--- src/rtl/tl_ul_master_engine.sv ---
// TileLink-UL master engine: command stream in, A-channel requests out, D-channel beats back as responses.
// Optional per-ID response timeout is compiled in with `define TL_TIMEOUT_EN.
module tl_ul_master_engine #(
  parameter int SRC_SIZE       = 2,
  parameter int SINK_SIZE      = 2,
  parameter int BUS_SIZE       = 8,
  parameter int ADR_WIDTH      = 32,
  parameter int TIMEOUT_CYCLES = 1024
) (
  input  logic                    clock,
  input  logic                    reset_n,
  input  logic                    cmd_valid,
  output logic                    cmd_ready,
  input  logic                    cmd_write,
  input  logic [3:0]              cmd_size,
  input  logic [ADR_WIDTH-1:0]    cmd_addr,
  input  logic [BUS_SIZE-1:0]     cmd_mask,
  input  logic [8*BUS_SIZE-1:0]   cmd_data,
  output logic                    rsp_valid,
  input  logic                    rsp_ready,
  output logic [SRC_SIZE-1:0]     rsp_source,
  output logic [8*BUS_SIZE-1:0]   rsp_data,
  output logic                    rsp_error,
  output logic                    rsp_timeout,
  output logic [SRC_SIZE:0]       outstanding,
  output logic                    err_unexp,
  input  logic                    a_ready,
  output logic                    a_valid,
  output logic [2:0]              a_bits_opcode,
  output logic [2:0]              a_bits_param,
  output logic [3:0]              a_bits_size,
  output logic [SRC_SIZE-1:0]     a_bits_source,
  output logic [ADR_WIDTH-1:0]    a_bits_address,
  output logic [BUS_SIZE-1:0]     a_bits_mask,
  output logic [8*BUS_SIZE-1:0]   a_bits_data,
  output logic                    a_bits_corrupt,
  output logic                    d_ready,
  input  logic                    d_valid,
  input  logic [2:0]              d_bits_opcode,
  input  logic [1:0]              d_bits_param,
  input  logic [3:0]              d_bits_size,
  input  logic [SRC_SIZE-1:0]     d_bits_source,
  input  logic [SINK_SIZE-1:0]    d_bits_sink,
  input  logic                    d_bits_denied,
  input  logic [8*BUS_SIZE-1:0]   d_bits_data,
  input  logic                    d_bits_corrupt
);

  localparam int NUM_ID  = 1 << SRC_SIZE;
  localparam int DW      = 8 * BUS_SIZE;
  localparam int LOG_BUS = $clog2(BUS_SIZE);
  localparam int OFF_W   = (LOG_BUS > 0) ? LOG_BUS : 1;
  localparam logic [3:0] MAX_SIZE = 4'(LOG_BUS);

  localparam logic [2:0] OP_GET         = 3'd4;
  localparam logic [2:0] OP_PUT_FULL    = 3'd0;
  localparam logic [2:0] OP_PUT_PARTIAL = 3'd1;
  localparam logic [2:0] OP_ACK_DATA    = 3'd1;

  logic [NUM_ID-1:0]   busy_q, busy_d;
  logic                anyFree;
  logic [SRC_SIZE-1:0] freeId;
  logic                accept, rspFree, dFire, dKnown, dLoad, putFull;
  logic [BUS_SIZE-1:0] reqMask;
  logic [2:0]          cmdOpcode;
  int                  laneOff;
  logic                toFire;
  logic [SRC_SIZE-1:0] toId;
  logic                unusedBits;

  logic                 aValid_q;
  logic [2:0]           aOpcode_q;
  logic [3:0]           aSize_q;
  logic [SRC_SIZE-1:0]  aSource_q;
  logic [ADR_WIDTH-1:0] aAddress_q;
  logic [BUS_SIZE-1:0]  aMask_q;
  logic [DW-1:0]        aData_q;

  logic                 rspValid_q;
  logic [SRC_SIZE-1:0]  rspSource_q;
  logic [DW-1:0]        rspData_q;
  logic                 rspError_q;
  logic                 rspTimeout_q;
  logic                 errUnexp_q;

  always_comb begin
    anyFree = 1'b0;
    freeId  = '0;
    for (int i = NUM_ID - 1; i >= 0; i--) begin
      if (!busy_q[i]) begin
        anyFree = 1'b1;
        freeId  = SRC_SIZE'(i);
      end
    end
  end

  assign cmd_ready = anyFree & (~aValid_q | a_ready);
  assign accept    = cmd_valid & cmd_ready;
  assign rspFree   = ~rspValid_q | rsp_ready;
  assign d_ready   = rspFree;
  assign dFire     = d_valid & d_ready;
  assign dKnown    = busy_q[d_bits_source];
  assign dLoad     = dFire & dKnown;

  // Lanes of the naturally aligned 2**size block that contains the command address.
  always_comb begin
    laneOff = int'(cmd_addr[OFF_W-1:0]) & (BUS_SIZE - 1);
    reqMask = '0;
    for (int i = 0; i < BUS_SIZE; i++) begin
      reqMask[i] = ((i >> cmd_size) == (laneOff >> cmd_size));
    end
  end

  assign putFull   = ((cmd_mask & reqMask) == reqMask);
  assign cmdOpcode = !cmd_write ? OP_GET : (putFull ? OP_PUT_FULL : OP_PUT_PARTIAL);

`ifdef TL_TIMEOUT_EN
  localparam int CW = $clog2(TIMEOUT_CYCLES + 1);
  localparam logic [CW-1:0] CNT_MAX = CW'(TIMEOUT_CYCLES);

  logic [CW-1:0] cnt_q [NUM_ID];

  // A real D beat owns the response register this cycle; an expired ID simply waits.
  always_comb begin
    toFire = 1'b0;
    toId   = '0;
    for (int i = NUM_ID - 1; i >= 0; i--) begin
      if (busy_q[i] && (cnt_q[i] == CNT_MAX)) begin
        toFire = 1'b1;
        toId   = SRC_SIZE'(i);
      end
    end
    if (dLoad || !rspFree) toFire = 1'b0;
  end

  always_ff @(posedge clock or negedge reset_n) begin
    if (!reset_n) begin
      for (int i = 0; i < NUM_ID; i++) cnt_q[i] <= '0;
    end else begin
      for (int i = 0; i < NUM_ID; i++) begin
        if (accept && (freeId == SRC_SIZE'(i))) begin
          cnt_q[i] <= CW'(1);
        end else if (busy_q[i] && (cnt_q[i] != CNT_MAX)) begin
          cnt_q[i] <= cnt_q[i] + 1'b1;
        end
      end
    end
  end

  assign unusedBits = ^{d_bits_param, d_bits_size, d_bits_sink};
`else
  assign toFire     = 1'b0;
  assign toId       = '0;
  assign unusedBits = ^{d_bits_param, d_bits_size, d_bits_sink, (TIMEOUT_CYCLES != 0)};
`endif

  always_comb begin
    busy_d = busy_q;
    if (accept) busy_d[freeId] = 1'b1;
    if (dLoad)  busy_d[d_bits_source] = 1'b0;
    if (toFire) busy_d[toId] = 1'b0;
  end

  // A request is never overwritten while held: accept requires the A slot to be draining.
  always_ff @(posedge clock or negedge reset_n) begin
    if (!reset_n) begin
      aValid_q   <= 1'b0;
      aOpcode_q  <= '0;
      aSize_q    <= '0;
      aSource_q  <= '0;
      aAddress_q <= '0;
      aMask_q    <= '0;
      aData_q    <= '0;
    end else if (accept) begin
      aValid_q   <= 1'b1;
      aOpcode_q  <= cmdOpcode;
      aSize_q    <= cmd_size;
      aSource_q  <= freeId;
      aAddress_q <= cmd_addr;
      aMask_q    <= cmd_mask;
      aData_q    <= cmd_data;
    end else if (a_ready) begin
      aValid_q   <= 1'b0;
    end
  end

  always_ff @(posedge clock or negedge reset_n) begin
    if (!reset_n) begin
      busy_q       <= '0;
      errUnexp_q   <= 1'b0;
      rspValid_q   <= 1'b0;
      rspSource_q  <= '0;
      rspData_q    <= '0;
      rspError_q   <= 1'b0;
      rspTimeout_q <= 1'b0;
    end else begin
      busy_q <= busy_d;
      if (dFire && !dKnown) errUnexp_q <= 1'b1;
      if (dLoad) begin
        rspValid_q   <= 1'b1;
        rspSource_q  <= d_bits_source;
        rspData_q    <= (d_bits_opcode == OP_ACK_DATA) ? d_bits_data : '0;
        rspError_q   <= d_bits_denied | d_bits_corrupt;
        rspTimeout_q <= 1'b0;
      end else if (toFire) begin
        rspValid_q   <= 1'b1;
        rspSource_q  <= toId;
        rspData_q    <= '0;
        rspError_q   <= 1'b1;
        rspTimeout_q <= 1'b1;
      end else if (rsp_ready) begin
        rspValid_q   <= 1'b0;
      end
    end
  end

  always_comb begin
    outstanding = '0;
    for (int i = 0; i < NUM_ID; i++) begin
      outstanding = outstanding + (SRC_SIZE+1)'(busy_q[i]);
    end
  end

  assign a_valid        = aValid_q;
  assign a_bits_opcode  = aOpcode_q;
  assign a_bits_param   = 3'b000;
  assign a_bits_size    = aSize_q;
  assign a_bits_source  = aSource_q;
  assign a_bits_address = aAddress_q;
  assign a_bits_mask    = aMask_q;
  assign a_bits_data    = aData_q;
  assign a_bits_corrupt = 1'b0;

  assign rsp_valid   = rspValid_q;
  assign rsp_source  = rspSource_q;
  assign rsp_data    = rspData_q;
  assign rsp_error   = rspError_q;
  assign rsp_timeout = rspTimeout_q;
  assign err_unexp   = errUnexp_q;

  // Only single-beat transfers are supported.
  illegalSize: assert property (@(posedge clock) disable iff (!reset_n)
    (cmd_valid && cmd_ready) |-> (cmd_size <= MAX_SIZE));

endmodule

--- config.mk ---
export PLATFORM = sky130hd
export DESIGN_NAME = tl_ul_master_engine
export DESIGN_NICKNAME = d
export VERILOG_FILES = /design/src/rtl/tl_ul_master_engine.sv
export SDC_FILE = /design/constraint.sdc
export NUM_CORES = 1
export LEC_CHECK = 0
export ABC_AREA = 1
export CELL_PAD_IN_SITES_DETAIL_PLACEMENT = 1
export CELL_PAD_IN_SITES_GLOBAL_PLACEMENT = 2
export CORE_MARGIN = 2
export CORE_UTILIZATION = 24
export DETAILED_ROUTE_END_ITERATION = 10
export GPL_TIMING_DRIVEN = 0
export MAX_ROUTING_LAYER = met4
export PLACE_DENSITY_LB_ADDON = 0.1
export SLEW_MARGIN = 20
export SYNTH_ARGS = -nofsm -noshare
export SYNTH_HDL_FRONTEND = slang
export SYNTH_SLANG_ARGS = --single-unit
--- constraint.sdc ---
create_clock -name clock -period 3.8 [get_ports clock]
set_clock_uncertainty 0.1 [all_clocks]
set_input_delay 0.38 -clock clock [delete_from_list [all_inputs] [get_ports clock]]
set_output_delay 0.38 -clock clock [all_outputs]
set_load 0.02 [all_outputs]
==> flow_metrics.tcl <==
set metrics [dict create \
    cts.clk_slew.worst_paths_ps 70 \
    placed_cells 1674 \
    cts_buffers 17 \
    coreArea_mm2 0.0316 \
    antenna_found_initial 5 \
    cts.sinks 186 \
    synth_mux_area_share_pct 0 \
    tightestPinTransition_ps 553 \
    outcome "finished clean" \
    post-dp-hpwl_mm 21.8 \
    p_int_mw 5.61 \
    grt_setup_unrepaired "no" \
    synth-xor-area-share_pct 0 \
    portBuffers 371 \
    multi_input_area_mm2 0.00263 \
    first_global_vias 7708 \
    regArea_mm2 0.00465 \
    synthCells 894 \
    synth-adder-area-share_pct 0.745 \
    grt_max_degree 87 \
    cp_data_required_time_ps 3320 \
    ir_worst_vdd_mv 0.353 \
    die_area_mm2 0.0336 \
    synthSimpleGateAreaFrac_pct 26.4 \
    root_buffer "clkbuf_16" \
    power.switching_mw 3.59 \
    synth_top_area_cell "dfrtp_1" \
    cts_setup_buffers 0 \
    fin_cells 1712 \
    clockBufferDepth 2 \
    cts_tree "built" \
    critPathCaptureType "primary output" \
    gp_congestion 0.756 \
    p_sw_share_pct 39.0 \
    vias 7176 \
    ys_ff_latch 186 \
    cts_hold_buf 1 \
    netlist-cell-type-count 32 \
    num_rows 65 \
    drc_errors 0 \
    mostFrequentLayoutCells "484 x nand2_1, 370 x clkdlybuf4s50_1, 186 x dfrtp_1" \
    ys_warn_count 0 \
    die_height_um 183 \
    slew_viol_final 0 \
    syn_area_per_cell_um2 8.64 \
    dr.pass1.iters 4 \
    viasPerCell 4.19 \
    seqPwrFrac_pct 33.1 \
    worstSetupPathType "reg2out" \
    ant_nets 0 \
    track_usage_pct 18.0 \
    grt_overflow 0 \
    place_ws_ps 1130 \
    fillers 3648 \
    fin_util_pct 39.9 \
    syn_area_mm2 0.00772 \
    grt_pass1_wl_mm 44.2 \
    io-pin-count 387 \
    drt_iter0_drc 329 \
    cp-start-kind "register" \
    setup_violations 0 \
    area_growth_pct 63.6 \
    cts-htree-levels 4 \
    layout.nets 1490 \
    power_frac_comb_pct 46.7 \
    slew_headroom_pct 63.1 \
    clkPwrFrac_pct 20.2 \
    period_needed_ps 3100 \
    synth_area_leaders "dfrtp_1 60%, nand2_1 24%, o21ai_0 2.9%, o21ai_1 2.9%, inv_1 1.5%" \
    drt_wl_total_mm 28.7 \
    cp.arrival_ps 2620 \
    hp-class "in2reg" \
    layout-drive-gt1-share_pct 7.43 \
    clock_latency_ps 430 \
    drv_cap 0 \
    die_w_um 183 \
    hold_viol_final 0 \
    layout_commonest_cell "nand2_1" \
    fmax_ghz 0.322 \
    ys_seq_area_share_pct 60.3 \
    crit_path_max_fanout 5 \
    p_per_area_mw_per_mm2 728 \
    r2r_slack_ps 1940 \
    synth_top_family_by_area "simple AND/OR/NAND/NOR gates" \
    leakagePower_nw 5.86 \
    cts_resized 0 \
    setup_slack_ps 698 \
    wl_per_cell_um 16.8 \
    initial_core_util_pct 24.4 \
    synth_compound_area_share_pct 6.59 \
    yosysTopAreaCellShare_pct 60.3 \
    fin_crit_sh_pct 81.6 \
]
==> routing by layer <==
| layer | wire length (µm) | up-vias | track usage [%] |
|---|---|---|---|
| met5 | 0 | - | - |
| met4 | 648 | 0 | 6.50 |
| met3 | 2360 | 26 | 6.45 |
| met2 | 13800 | 241 | 28.5 |
| met1 | 12000 | 3360 | 21.0 |
| li1 | - | 3549 | - |
==> metrics by stage <==
stage | total power [mW] | hold slack [ps] | TNS (ps) | instance area (µm²)
final | 9.20 | 170 | 0 | 12600
after global routing | 9.86 | 162 | 0 | 12600
after CTS | 9.41 | 142 | 0 | 12600
after detailed placement | 7.48 | 181 | 0 | 12000
after global placement | 7.43 | 358 | -1237110 | 12000
after floorplan | 5.15 | -15.6 | 0 | 7740
==> state kept, by name, indices dropped and copies added, names as in the netlist <==
name	cells
rsp_valid	1
rsp_source	2
a_bits_size	4
rsp_data	64
rsp_error	1
err_unexp	1
a_bits_opcode	2
a_bits_address	32
a_bits_data	64
a_bits_mask	8
busy_q	4
a_bits_source	2
a_valid	1
==> Yosys cell counts, drive strengths merged <==
cell,instances
nand2,489
dfrtp,186
o21ai,89
buf,40
inv,37
nand3,16
clkbuf,13
nor2,7
a21oi,3
ha,3
o221ai,2
clkinv,1
conb,1
fa,1
nand3b,1
nor3,1
nor3b,1
o21a,1
o21bai,1
o22ai,1
==> area by class of cell <==
cell class                      count  area share (%)
Inverter                           38            1.13
Sequential cell                   186            36.8
Multi-Input combinational cell    622            20.8
Timing Repair Buffer              374            29.9
Clock inverter                     13            1.20
Buffer                             53            2.51
Antenna cell                        5          0.0990
Tap cell                          402            3.98
Clock buffer                       19            3.51
==> path summary, 6_finish.rpt <==
| kind | startpoint | end | depth (start not counted) |
|---|---|---|---|
| max | busy_q[0] | outstanding[1] | 6 |
| min | cmd_size[0] | a_bits_size[0] | 3 |
| max reg2reg | busy_q[0] | busy_q[1] | 8 |
| min reg2reg | a_bits_address[20] | a_bits_address[20] | 2 |
| max in group asynchronous | reset_n | a_bits_data[60] | 3 |
| min in group asynchronous | reset_n | a_bits_data[10] | 2 |
==> power groups by stage <==
stage	Combinational [mW]	Clock, mW	Sequential [mW]
2_1_floorplan	1.26	0	3.89
3_3_place_gp	4.36	0	3.07
3_5_place_dp	4.40	0	3.08
4_1_cts	4.41	1.94	3.06
5_1_grt	4.71	2.01	3.14
6_report	4.30	1.86	3.05
==> logic make-up after synthesis <==
family                   after synthesis
AND/OR/NAND/NOR                      515
AO/OA/AOI/OAI                         97
flip-flops                           186
adder cells (fa/ha/maj)                4
other                                  1
buffers and inverters                 91
==> worst max-delay path, stage by stage (launching register included) <==
cell             delay [ps]
dfrtp_1                 370
inv_1                   130
fa_1                    550
inv_1                    40
ha_1                    170
ha_1                    270
clkdlybuf4s50_1         650
(Power assumes the default switching activity.)
